[src/rtl/phase_strobe_gen.sv]
`default_nettype none
// ============================================================================
// Module      : phase_strobe_gen
// Description : Multi-channel periodic strobe generator. A shared base counter
//               runs through one programmable period. Each channel derives a
//               level (phase offset + high width) and a one-cycle strobe on the
//               level's rising edge. All outputs are registered, latency 1.
// Revision    : 1.0 - initial release
// ============================================================================
module phase_strobe_gen #(
    parameter int NUM_CH = 2,
    parameter int CNT_W  = 8
) (
    input  logic                                         clk,
    input  logic                                         reset_n,
    input  logic                                         per_wr,
    input  logic                                         cfg_wr,
    input  logic [((NUM_CH > 1) ? $clog2(NUM_CH) : 1)-1:0] cfg_ch,
    input  logic [CNT_W-1:0]                             cfg_period,
    input  logic [CNT_W-1:0]                             cfg_phase,
    input  logic [CNT_W-1:0]                             cfg_high,
    input  logic                                         start,
    input  logic                                         stop,
    output logic                                         busy,
    output logic [NUM_CH-1:0]                            level,
    output logic [NUM_CH-1:0]                            strobe,
    output logic                                         cycle_tick,
    output logic                                         cfg_err
);

    localparam int c_ch_w = (NUM_CH > 1) ? $clog2(NUM_CH) : 1;

    localparam logic [1:0] c_st_idle = 2'd0;
    localparam logic [1:0] c_st_arm  = 2'd1;
    localparam logic [1:0] c_st_run  = 2'd2;

    localparam logic [CNT_W-1:0] c_def_period = CNT_W'(10);
    localparam logic [CNT_W-1:0] c_def_high   = CNT_W'(5);

    // State and counters
    logic [1:0]       r_state;
    logic [1:0]       w_state_nxt;
    logic [CNT_W-1:0] r_base_cnt;
    logic             r_stop_pend;

    // Stored configuration
    logic [CNT_W-1:0] r_period;
    logic [CNT_W-1:0] r_phase [NUM_CH];
    logic [CNT_W-1:0] r_high  [NUM_CH];

    // Decode
    logic              w_cfg_ok;
    logic              w_start_eff;
    logic              w_any_wr;
    logic              w_last;
    logic              w_err;
    logic              w_wr_en;
    logic              w_end;
    logic              w_running;
    logic [CNT_W:0]    w_diff;
    logic [NUM_CH-1:0] w_level;
    logic [NUM_CH-1:0] w_strobe;

    // A stop in the same cycle cancels the start entirely, so the start is
    // neither evaluated nor treated as colliding with a config write.
    assign w_start_eff = start & ~stop;
    assign w_any_wr    = per_wr | cfg_wr;
    assign w_last      = (r_base_cnt == (r_period - CNT_W'(1)));
    assign w_running   = (r_state == c_st_run);
    assign busy        = (r_state != c_st_idle);

    // Validate the currently stored configuration (no subtraction, so a zero
    // period cannot underflow into a false pass).
    always_comb begin
        w_cfg_ok = (r_period >= CNT_W'(2));
        for (int i = 0; i < NUM_CH; i++) begin
            if ((r_high[i] == '0) || (r_high[i] >= r_period) || (r_phase[i] >= r_period)) begin
                w_cfg_ok = 1'b0;
            end
        end
    end

    // Next-state, error and write-enable decode
    always_comb begin
        w_state_nxt = r_state;
        w_err       = 1'b0;
        w_wr_en     = 1'b0;
        w_end       = 1'b0;
        case (r_state)
            c_st_idle: begin
                if (w_start_eff) begin
                    w_err = w_any_wr | ~w_cfg_ok;
                    if (w_cfg_ok) begin
                        w_state_nxt = c_st_arm;
                    end
                end else begin
                    w_wr_en = 1'b1;
                end
            end
            c_st_arm: begin
                w_err       = w_any_wr;
                w_state_nxt = stop ? c_st_idle : c_st_run;
            end
            c_st_run: begin
                w_err = w_any_wr;
                if (w_last && (r_stop_pend || stop)) begin
                    w_end       = 1'b1;
                    w_state_nxt = c_st_idle;
                end
            end
            default: begin
                w_state_nxt = c_st_idle;
            end
        endcase
    end

    // State register
    always_ff @(posedge clk or negedge reset_n) begin
        if (!reset_n) begin
            r_state <= c_st_idle;
        end else begin
            r_state <= w_state_nxt;
        end
    end

    // Base counter: held at zero outside RUN, wraps at period-1 while running
    always_ff @(posedge clk or negedge reset_n) begin
        if (!reset_n) begin
            r_base_cnt <= '0;
        end else if (w_running) begin
            r_base_cnt <= w_last ? '0 : (r_base_cnt + CNT_W'(1));
        end else begin
            r_base_cnt <= '0;
        end
    end

    // Remember a stop seen mid-period until the period completes
    always_ff @(posedge clk or negedge reset_n) begin
        if (!reset_n) begin
            r_stop_pend <= 1'b0;
        end else if (w_running && (w_state_nxt == c_st_run)) begin
            r_stop_pend <= r_stop_pend | stop;
        end else begin
            r_stop_pend <= 1'b0;
        end
    end

    // Configuration registers, writable only while idle and not starting
    always_ff @(posedge clk or negedge reset_n) begin
        if (!reset_n) begin
            r_period <= c_def_period;
            for (int i = 0; i < NUM_CH; i++) begin
                r_phase[i] <= '0;
                r_high[i]  <= c_def_high;
            end
        end else if (w_wr_en) begin
            if (per_wr) begin
                r_period <= cfg_period;
            end
            if (cfg_wr) begin
                for (int i = 0; i < NUM_CH; i++) begin
                    if (cfg_ch == c_ch_w'(i)) begin
                        r_phase[i] <= cfg_phase;
                        r_high[i]  <= cfg_high;
                    end
                end
            end
        end
    end

    // Per-channel level and strobe from the distance past each phase offset
    always_comb begin
        w_diff   = '0;
        w_level  = '0;
        w_strobe = '0;
        for (int i = 0; i < NUM_CH; i++) begin
            if (r_base_cnt >= r_phase[i]) begin
                w_diff = {1'b0, r_base_cnt} - {1'b0, r_phase[i]};
            end else begin
                w_diff = {1'b0, r_base_cnt} + {1'b0, r_period} - {1'b0, r_phase[i]};
            end
            w_level[i]  = (w_diff < {1'b0, r_high[i]});
            w_strobe[i] = (r_base_cnt == r_phase[i]);
        end
    end

    // Registered outputs; the final count of a stopped run only reports cycle_tick
    always_ff @(posedge clk or negedge reset_n) begin
        if (!reset_n) begin
            level      <= '0;
            strobe     <= '0;
            cycle_tick <= 1'b0;
            cfg_err    <= 1'b0;
        end else begin
            level      <= (w_running && !w_end) ? w_level  : '0;
            strobe     <= (w_running && !w_end) ? w_strobe : '0;
            cycle_tick <= w_running && w_last;
            cfg_err    <= w_err;
        end
    end

endmodule
`default_nettype wire

[config.mk]
export PLATFORM = sky130hd
export DESIGN_NAME = phase_strobe_gen
export DESIGN_NICKNAME = d
export VERILOG_FILES = /design/src/rtl/phase_strobe_gen.sv
export SDC_FILE = /design/constraint.sdc
export NUM_CORES = 1
export LEC_CHECK = 0
export CORE_AREA = 2 2 110 112
export CTS_CLUSTER_DIAMETER = 40
export DETAILED_ROUTE_END_ITERATION = 8
export DIE_AREA = 0 0 112 114
export PLACE_DENSITY = 0.64
export SYNTH_ARGS = -nofsm -noshare
export SYNTH_HDL_FRONTEND = slang
export SYNTH_SLANG_ARGS = --single-unit
[constraint.sdc]
create_clock -name clk -period 6.1 [get_ports clk]
set_clock_uncertainty 0.15 [all_clocks]
set_input_delay 0.915 -clock clk [delete_from_list [all_inputs] [get_ports clk]]
set_output_delay 0.915 -clock clk [all_outputs]
set_load 0.02 [all_outputs]
**Yosys cells after proc, flatten, opt, wreduce, memory -nomap -nowiden**

Cells that the tools add are included.

- Register bits after elaboration: 57
- Word-level logic and storage cells: 79
- Input bits: 31

- Add/sub/neg operators: 7
- Bitwise gates (word level): 7
- Reductions and logical operators: 18
- Equality and inequality tests: 6
- Mux-type cells: 20
- $lt $le $gt $ge: 9

Operators with widths:

| operator | count |
|---|---|
| 8-bit >= comparator | 6 |
| 8-bit equality test | 3 |
| 9-bit by 8-bit less-than comparator with 1-bit output | 2 |
| 9-bit two-way mux | 2 |
| 8-bit by 8-bit subtractor with 9-bit output | 2 |
| 9-bit by 8-bit subtractor with 9-bit output | 2 |
| 8-bit zero test | 2 |
| 8-bit two-way mux | 2 |
| 2-bit two-way mux | 6 |
| 8-bit by 8-bit adder with 9-bit output | 1 |
| 8-bit by 1-bit adder with 8-bit output (second input constant) | 1 |
| 8-bit by 2-bit >= comparator with 1-bit output (second input constant) | 1 |
| 1-bit two-way mux | 8 |
| 8-bit by 1-bit subtractor with 8-bit output (second input constant) | 1 |
| 2-bit one-hot mux with 3 select lines | 1 |
| 3-bit AND reduction | 2 |
| 1-bit logical OR | 5 |
| 2-bit equality test (second input constant) | 2 |
| 1-bit logical AND | 4 |
| 1-bit NOT | 3 |
| 1-bit bitwise OR | 3 |
| 2-bit by 1-bit equality test with 1-bit output (second input constant) | 1 |
| 2-bit zero test | 1 |
| 1-bit one-hot mux with 2 select lines | 1 |
| 5 further kinds | 5 |

**Depth between registers and ports, before layout**

Gate-level depths: netlist of run 1.

- Depth after elaboration: 11
- Mapped depth: 20

**Least setup slack after synthesis of run 1**

OpenSTA, ideal clock, no wires.

- Kind: reg2reg
- Start point: register r_base_cnt[1]
- End point: register level[1]
- Clock period less this slack: 3.928 ns
- Slack: 2.172 ns
- Data arrival time: 3.652 ns
- Stages on the path, launching flop included: 18
- Setup time: 0.125 ns
- Buffers on the path: 0
- Path through: dfrtp_1 > ha_1 > a21o_1 > a21oi_1 > o21bai_1 > a21oi_1 > xnor2_1 > ha_1 > nand3_1 > nand2_1 > a41o_1 > or3_1 > nand3_1 > o31ai_1 > ha_1 > a21o_1 > a211o_1 > a2111oi_0

- Longest elaborated chain between the ends: 7

RTL lines:

| element | RTL line | RTL |
|---|---|---|
| from (decl) | 43 | `logic [CNT_W-1:0] r_base_cnt;` |
| from (signal assigned) | 131 | `r_base_cnt <= w_last ? '0 : (r_base_cnt + CNT_W'(1));` |
| branches (longest 6 deep; another with 8-bit by 8-bit adder with 9-bit output) | n/a |  |
| 2-bit two-way mux * | 195 | `level <= (w_running && !w_end) ? w_level : '0;` |
| to (signal assigned) | 195 |  |
| to (decl) | 25 | `output logic [NUM_CH-1:0] level,` |

Mark *: on every way between the ends.
A chain may end at the register's enable or synchronous reset.

**Worst setup path in the final report of run 1**

- Start point: register r_period[0]
- End point: register level[0]

- Longest elaborated chain between the ends: 8

RTL lines:

| element | RTL line | RTL |
|---|---|---|
| from (decl) | 47 | `logic [CNT_W-1:0] r_period;` |
| from (signal assigned) | 151 | `r_period <= c_def_period;` |
| from (signal assigned) | 158 | `r_period <= cfg_period;` |
| branches (longest 7 deep; another with 8-bit by 8-bit adder with 9-bit output) | n/a |  |
| 2-bit two-way mux * | 195 |  |

Marked as above.

==> results.tsv, run 1 <==
metric	value	unit
status	finished clean	
worst-margin pin slew	1.19	ns
register share of total power	0.395	
proportion of layout cells with a drive suffix above 1	0.118	
RSZ-0062 raised after global routing	false	
first-pass GRT wire length	24400	um
count of final setup violators	0	
gr ovfl total	0	
crit path time final	4.50	ns
Main synth FF type	dfrtp_1	
P_sw	205	uW
post-route antenna net violation count	0	
Synth Warn #	0	
Slew Viols, Final	0	
# rows	40	
sequential share of the synthesized area	0.264	
ANT cells	0	
Vias/cell	5.78	
post-synthesis async set-or-reset flop share	1.00	
largest net degree at the start of global routing	58	
CP max FO	10	
root buffer cell	clkbuf_16	
Chip Height	114	um
hpwl dp	12000	um
HP Class	register to register	
worst skew pair latency	0.35	ns
core box area	11700	um^2
kind of critical path	register to register	
worst hold path startpoint	r_phase[6]	
Die Area	12800	um^2
DR pass1 iterations	4	
Initial Util	0.464	
Final #Nets	760	
GPL Wtd Cong	0.926	
Post-Route Setup TNS	0	ns
Worst EP required	6.18	ns
number of flops mapped to enable cells by yosys	0	
drt drc	0	
worst reg2reg path startpoint	r_period[0]	
worst setup margin	1.60	ns
switch share	0.213	
Worst setup EP type	register	
clk slew on worst S/H paths	0.06	ns
I/O Pins	38	
input/output buffers	37	
commonest non-fill, non-tap cells in the layout	ha_1 (93), inv_1 (60), dfrtp_1 (51)	
Hold Violations, Final	0	
CTS Buf Count	9	
Post-Synthesis Cells	589	
fin area	6270	um^2
Util after Layout	0.536	
FILL cells	1133	
Hold-fix buffers, CTS	0	
DP Area	5950	um^2
antenna violations before repair	0	
CTS tree	yes	
H-Tree Depth	3	
final WL	14900	um
max-cap violation count	0	
worst rel slew slack	0.205	
Area growth, synth to finish	15.5	%
Comb pwr share	0.034	
most common cell after layout, fill and taps aside	ha_1	
drt first-iter violations	282	
Pwr Density	153	nW/um^2
vias in the first global route	4693	
final worst-path cycle share	0.738	
Tot GR Track Use	0.252	
leakage power	0.00283	uW
CTS sink count	57	
WP data arrival	4.58	ns
maximum vdd drop	0.158	mV
fmax	222	MHz
DR WL/cell	19.0	um
Via Count	4529	
post_cts resized	0	
Internal Power	754	uW
Place WS	1.61	ns
Mapped Nets	718	
Max clock buf depth	2	
startpoint class of the critical path	register	
post-CTS setup repair buffer count	0	
syn_area_per_cell	9.22	um^2
Mapped Area	5430	um^2
die width	112	um
count of cell types in the netlist	55	
Yosys reg bits	57	
CP Launch Point	r_period[0]	
Clk pwr share	0.571	
stage by stage:
| stage | cells | power (uW) | hold WS (ns) |
|---|---|---|---|
| 6_report | 783 | 959 | 0.398 |
| 2_1_floorplan | 589 | 388 | 0.356 |
| 3_3_place_gp | 767 | 418 | 0.372 |
| 3_5_place_dp | 767 | 419 | 0.391 |
| 5_1_grt | 783 | 987 | 0.440 |
| 4_1_cts | 783 | 970 | 0.404 |
worst max-delay path: stages, from the launching register on:
cell	delay [ns]
dfrtp_1	0.57
ha_1	0.24
inv_1	0.05
fa_1	0.41
nor2b_1	0.18
o2111ai_1	0.16
nand4b_1	0.15
xor2_1	0.28
ha_1	0.32
or2_2	0.32
o31ai_1	0.07
a21oi_1	0.08
xor2_1	0.16
o21a_1	0.17
ha_1	0.29
o21ai_0	0.08
a21oi_1	0.07
a311o_1	0.33
nor4_1	0.31
Yosys cell counts (2+ instances only):
master	count	area share
a2111oi_0	2	0.0032
nor4_1	7	0.0081
and4_1	3	0.0048
xor2_1	17	0.027
o21a_1	7	0.0097
o211ai_1	2	0.0028
xnor2_1	18	0.029
a211oi_1	2	0.0028
o21bai_1	4	0.0055
o21ai_0	29	0.027
nor2_1	38	0.026
a21boi_0	2	0.0028
or2_2	4	0.0046
dfrtp_1	51	0.24
dfstp_2	6	0.029
or4_1	2	0.0028
o31ai_1	6	0.0083
nand4_1	17	0.020
a21oi_1	31	0.029
fa_1	5	0.018
and3_1	9	0.010
clkbuf_1	6	0.0041
o31a_1	5	0.0081
nand3b_1	3	0.0041
a31oi_1	3	0.0035
nor4_2	2	0.0046
inv_1	60	0.041
nand3_1	18	0.017
nand4b_1	3	0.0048
a21o_1	7	0.0097
o2111ai_1	2	0.0032
nand2b_1	11	0.013
mux2i_1	2	0.0037
nor3_1	13	0.012
mux2_2	42	0.087
a211o_1	3	0.0048
nor2b_1	8	0.0092
ha_1	93	0.21
or3_1	5	0.0058
nand2_1	26	0.018
power by group through the flow:
stage / sequential, uW / clock [uW] / combinational, uW
CTS: 379 / 558 / 33.1
finish: 379 / 547 / 32.3
global route: 379 / 572 / 35.5
detailed placement: 385 / 0 / 33.1
floorplan: 386 / 0 / 1.84
global placement: 385 / 0 / 32.2
flip-flops by register name, summed over array words and instances, names as in the netlist:
name / count
level: 2
r_period: 8
strobe: 2
r_phase: 16
r_high: 16
cfg_err: 1
r_state: 2
r_base_cnt: 8
r_stop_pend: 1
cycle_tick: 1
cells by family after synthesis:
kind of cell,after synthesis,synth area share
compound gates,113,0.134
simple gates,175,0.174
flops,57,0.264
mux,44,0.0908
buf+inv,67,0.0477
fa+ha+maj,98,0.233
xor+xnor,35,0.0565
worst paths after layout:
check	endpoint	cells after the start	slack, ns
setup / recovery	level[0]	18	1.60
hold / removal	r_phase[6]	1	0.40
setup reg to reg	level[0]	18	1.60
hold reg to reg	r_phase[6]	1	0.40
max in group asynchronous	r_phase[6]	2	4.75
min in group asynchronous	r_stop_pend	2	0.56
layout make-up:
cell class              instances  area, um^2  share of cell area
clock buffers                   9         225              0.0359
flip-flops and latches         57        1430               0.229
repair buffers                 38         373              0.0594
multi-input cells             465        3740               0.596
inverters                      60         225              0.0359
clock inverters                 7        95.1              0.0152
well taps                     147         184              0.0293
metal layers:
layer / share of wire / wire length, um / global-route usage
met1: 0.45 / 6680 / 0.320
met2: 0.46 / 6900 / 0.413
met3: 0.056 / 835 / 0.0462
met4: 0.032 / 475 / 0.125
met5: 0 / 0 / 0
Note: power is estimated with default switching activity, not from simulation.
==> run 2: changes to the inputs <==
Settings changed: PLACE_DENSITY 0.64 to 0.67.
Clock period 6.1 ns to 4.11 ns, I/O delays scaled along.
==> run 2 against run 1 <==
Net effect:
- combinational power up 47%
- first-iteration DRC count shrank 17%
- worst hold slack worse by 0.11 ns
- global-route usage grew 0.14 points
- maximum frequency rose by 14%
- total power rose by 51%
==> results.tsv, run 2 (synthesis results as in run 1) <==
metric	value	unit	change
worst reg2reg path endpoint	level[0]		
Total Power	1450	uW	+51%
final worst-path cycle share	0.959		+0.221
Slew Viols, Final	0		unchanged
Via Count	4733		+4.5%
I/O Pins	38		unchanged
RSZ-0062 raised after global routing	true		
die width	112	um	unchanged
post-route antenna net violation count	0		unchanged
Final #Nets	785		+3.3%
Crit. path cell count	17		-1
proportion of layout cells with a drive suffix above 1	0.171		+0.0530
crit path to	level[0]		
maximum vdd drop	0.327	mV	+110%
CTS sink count	57		unchanged
HP Class	input pin to asynchronous set/reset pin		
root buffer cell	clkbuf_16		
Cell Chain, Critical Path	inv_1, fa_2, nor2b_2, o2111ai_1, nand4b_1, xor2_2, ha_1, or2_2, o31ai_1, a21oi_1, xor2_1, o21a_1, ha_1, o21ai_2, a21oi_1, a311o_1, nor4_2		
commonest non-fill, non-tap cells in the layout	ha_1 (91), inv_1 (60), dfrtp_1 (51)		
CP Launch Point	r_period[1]		
fmax	254	MHz	+14%
Hold-fix buffers, CTS	0		unchanged
crit path buf inv count	1		unchanged
reg2reg path depth	17		-1
Chip Height	114	um	unchanged
most common cell after layout, fill and taps aside	ha_1		
CTS tree	yes		
WP data arrival	4.03	ns	-0.55 ns
DR pass1 iterations	5		+1
final WL	15700	um	+5.3%
Crit path max-delay family	adder cells		
input/output buffers	37		unchanged
Worst setup EP type	register		
core box area	11700	um^2	unchanged
worst hold slack	0.284	ns	-0.114 ns
Vias/cell	5.86		+1.3%
startpoint class of the critical path	register		
gr ovfl total	0		unchanged
hpwl dp	12200	um	+2.4%
GPL Wtd Cong	0.898		-3.0%
worst reg2reg setup slack	0.17	ns	-1.43 ns
status	finished clean		
DR WL/cell	19.4	um	+2.0%
clk slew on worst S/H paths	0.05	ns	about the same
worst setup margin	0.169	ns	-1.43 ns
largest registers	r_high: 16 flops, r_phase: 16 flops		
worst rel slew slack	0.354		+0.149
kind of critical path	register to register		
slowest stage delay, CP	0.54	ns	-0.03 ns
crit path time final	3.94	ns	-0.560 ns
Worst EP required	4.20	ns	-1.98 ns
# rows	40		unchanged
Tot GR Track Use	0.253		+0.00139
Post-Route Setup TNS	0	ns	unchanged
largest net degree at the start of global routing	43		-26%
Place WS	0.0136	ns	-1.60 ns
worst reg2reg path startpoint	r_period[1]		
Hold Violations, Final	0		unchanged
count of final setup violators	0		unchanged
H-Tree Depth	3		unchanged
worst-margin pin slew	0.969	ns	-0.217 ns
Die Area	12800	um^2	unchanged
antenna violations before repair	0		unchanged
Max clock buf depth	2		unchanged
first-pass GRT wire length	24900	um	+1.7%
Initial Util	0.464		unchanged
CP max stage cell	dfstp_2		
drt first-iter violations	235		-17%
leakage power	0.00299	uW	+5.3%
CTS Buf Count	9		unchanged
max-cap violation count	0		unchanged
vias in the first global route	4868		+3.7%
drt drc	0		unchanged
FILL cells	1037		-8.5%
CP max FO	3		-7
ANT cells	0		unchanged
Area growth, synth to finish	20.6	%	
worst skew pair latency	0.33	ns	-0.02 ns
Pwr Density	221	nW/um^2	+44%
==> run 2: worst min-delay path by stage <==
stage / start / to / cells after the start
6_report: reset_n / r_high[5] / 1
5_1_grt: reset_n / r_high[5] / 1
4_1_cts: reset_n / r_high[3] / 1
3_5_place_dp: r_phase[6] / r_phase[6] / 1
3_3_place_gp: r_phase[6] / r_phase[6] / 1
2_1_floorplan: reset_n / cfg_err / 0
==> run 2: metal layers <==
metal,global-route usage,up-vias,routed length [um]
li1,-,2275,-
met1,0.324,2266,6890
met2,0.421,150,7350
met3,0.0420,42,814
met4,0.118,0,622
met5,0,-,0
==> run 2: final cells by class <==
type | count | area [um^2] | share of cell area
Inverter | 60 | 225 | 0.0344
Clock buffer | 12 | 256 | 0.0392
Sequential cell | 57 | 1430 | 0.219
Clock inverter | 4 | 73.8 | 0.0113
Multi-Input combinational cell | 465 | 3810 | 0.582
Timing Repair Buffer | 63 | 561 | 0.0856
Tap cell | 147 | 184 | 0.0281
==> run 2: stage by stage <==
step	cells	util	cell area, um^2
after floorplan	589	-	5430
after global placement	791	0.524	6130
after detailed placement	791	0.524	6130
after CTS	807	0.552	6460
after global routing	808	0.559	6550
final	808	0.559	6550
==> run 2: where the power goes <==
group / leakage [uW] / switching (uW) / internal [uW] / total, uW
Combinational: 0.00208 / 20.0 / 27.6 / 47.6
Sequential: 0.000746 / 0.185 / 563 / 563
Clock: 0.000163 / 271 / 565 / 835
Total: 0.00299 / 291 / 1150 / 1450
==> run 2: worst reg2reg max path, cell delays in order, from the launching register on <==
cell and delay, ns:
dfstp_2 0.54, inv_1 0.07, fa_2 0.37, nor2b_2 0.14
o2111ai_1 0.15, nand4b_1 0.19, xor2_2 0.19, ha_1 0.28
or2_2 0.32, o31ai_1 0.07, a21oi_1 0.08, xor2_1 0.15
o21a_1 0.17, ha_1 0.30, o21ai_2 0.07, a21oi_1 0.06
a311o_1 0.34, nor4_2 0.21
==> run 2: repair_timing <==
| item | CTS | global route |
|---|---|---|
| pin swaps | 2 | 9 |
| gates resized for setup | 1 | 18 |
| cloned | 0 | 0 |
| endpoints found under the setup margin | 1 | 2 |
| setup buffers | 0 | 1 |
==> RTL edit, RTL diff (settings of run 2) <==
Make the reset (`reset_n`) synchronous in 5 clocked blocks.
--- a/src/rtl/phase_strobe_gen.sv
+++ b/src/rtl/phase_strobe_gen.sv
@@ -116,5 +116,5 @@
 
     // State register
-    always_ff @(posedge clk or negedge reset_n) begin
+    always_ff @(posedge clk) begin
         if (!reset_n) begin
             r_state <= c_st_idle;
@@ -125,5 +125,5 @@
 
     // Base counter: held at zero outside RUN, wraps at period-1 while running
-    always_ff @(posedge clk or negedge reset_n) begin
+    always_ff @(posedge clk) begin
         if (!reset_n) begin
             r_base_cnt <= '0;
@@ -136,5 +136,5 @@
 
     // Remember a stop seen mid-period until the period completes
-    always_ff @(posedge clk or negedge reset_n) begin
+    always_ff @(posedge clk) begin
         if (!reset_n) begin
             r_stop_pend <= 1'b0;
@@ -147,5 +147,5 @@
 
     // Configuration registers, writable only while idle and not starting
-    always_ff @(posedge clk or negedge reset_n) begin
+    always_ff @(posedge clk) begin
         if (!reset_n) begin
             r_period <= c_def_period;
@@ -186,5 +186,5 @@
 
     // Registered outputs; the final count of a stopped run only reports cycle_tick
-    always_ff @(posedge clk or negedge reset_n) begin
+    always_ff @(posedge clk) begin
         if (!reset_n) begin
             level      <= '0;
Function: differs if reset_n is asserted again (counterexample within 4 cycles, from zero or initial values and one cycle with reset_n low); with reset_n held inactive, the same outputs for 4 cycles.
==> RTL edit against run 2 <==
- first-iteration DRC count up 19%
- global-route usage down 1.7 points
- critical path depth unchanged
- setup slack better by 0.023 ns
- sequential cell count unchanged
- synthesized area down 4.1%
- routed wire length down 8.0%
- non-clock buffer count unchanged
- final area down 4.0%
- largest cell class unchanged
Power is not compared: it rests on default switching activity, and its combinational part moved more than twofold at a synthesized area within 25%.
==> RTL edit: results (changes against run 2) <==
The flow ran to the end, and the final reports show no timing, DRC or antenna violations. The mux share of post-synthesis cell area works out to 0.6005% (-8.5 points). Routed wire length: 14410 microns (-8.0%). The number of clock buffers in the layout was 11 (-1).

The path with the worst hold slack has its endpoint at r_base_cnt[0]. The first-pass GRT wire length is 23250 microns (-6.5%). The synthesized area divided by synthesized cell count is 8.828 sq um (-4.2%), and the final critical-path setup slack is 0.1912 ns (+0.02256 ns). Via count of the first global-routing pass: 4654 (-4.4%). The placed wire-length estimate is 11870 microns (-3.1%). The number of search-and-repair iterations in the first detailed-routing pass came out at 6 (+1). The critical path's largest stage delay works out to 0.39 ns (-0.15 ns). The type of the worst min-delay path is flip-flop to flip-flop. The most critical setup path has its startpoint at r_base_cnt[1].

The maximum number of pins on one net before global-route repair was 19 (-56%); the multi-input logic portion of the cell area was 56.38% (-1.9 points). For the number of fill cells, the log shows 1086 (+4.7%). The xor-xnor portion of the synthesized cell area was 6.726% (+1.1 points); the aggregate global-route resource usage was 23.59% (-1.7 points). The proportion of layout cells with a drive suffix above 1 works out to 9.077% (-8.0 points). The share of synthesized registers carrying an async set or reset came out at 0% (-100 points). The run gives 0.005898 sq mm (-3.8%) as the placed cell area. The vias per cell is 5.666 (-3.3%), and the total design power is 2.057 mW.

The largest individual stage delay along the critical path comes from the cell sky130_fd_sc_hd__dfxtp_1. The tools report the worst slew margin relative to its limit as 53.99% (+19 points). Worst-case setup slack after placement: 0.00003419 ns (-0.01359 ns). The worst hold slack across all endpoints is 0.4060 ns (+0.1225 ns).

The clock tree cell share of total cell area works out to 4.856% (-0.19 points). The distinct cell type count after synthesis was 58 (+5.5%); the share of synthesized cell area in full adder, half adder and majority cells was 24.26% (+0.98 points). The number of buffers on the longest clock path was 2 (unchanged); the relative area change from synthesis to final layout was 20.71% (about the same). The placed cell count is 788 (-0.38%). The tools report the register area as 0.001463 sq mm (+2.0%).

The number of flops mapped to enable cells by yosys came out at 32 (+32). Kind of cell adding the most delay to the critical path: compound AO/OA/AOI/OAI gates. The complex-gate fraction of the synthesized area is 16.02% (+2.6 points). The tools report the worst setup path endpoint as level[0]. The non-clock buffering overhead in the final layout is 8.995% (+0.43 points). The prevailing post-synth register cell was sky130_fd_sc_hd__edfxtp_1.

The arrival time of data at the critical path endpoint is 4.02 ns (about the same).
==> RTL edit: cell count changes in the layout (fill, tap and decap cells not counted), moves of 6 or more <==
cell                       change
sky130_fd_sc_hd__and3_1       +11
sky130_fd_sc_hd__dfrtp_1      -51
sky130_fd_sc_hd__dfstp_2       -6
sky130_fd_sc_hd__dfxtp_1      +24
sky130_fd_sc_hd__edfxtp_1     +32
sky130_fd_sc_hd__mux2_2       -41
sky130_fd_sc_hd__nand2_1      +11
sky130_fd_sc_hd__nor2_1        +6
sky130_fd_sc_hd__o21ai_0       +6
sky130_fd_sc_hd__xnor2_1       +9
==> RTL edit: metal layers <==
layer / up-vias / track usage, % / share of wire (%)
met5: - / 0 / 0
met1: 2150 / 29.28 / 44
met2: 119 / 40.40 / 47
met4: 0 / 10.57 / 3.5
li1: 2273 / - / -
met3: 36 / 4.091 / 5.2
==> RTL edit: what timing repair did <==
action / in CTS / in global routing
buffers inserted: 1 / 3
resized for setup: 0 / 20
pin swaps: 1 / 7
endpoints found under the setup margin: 1 / 2
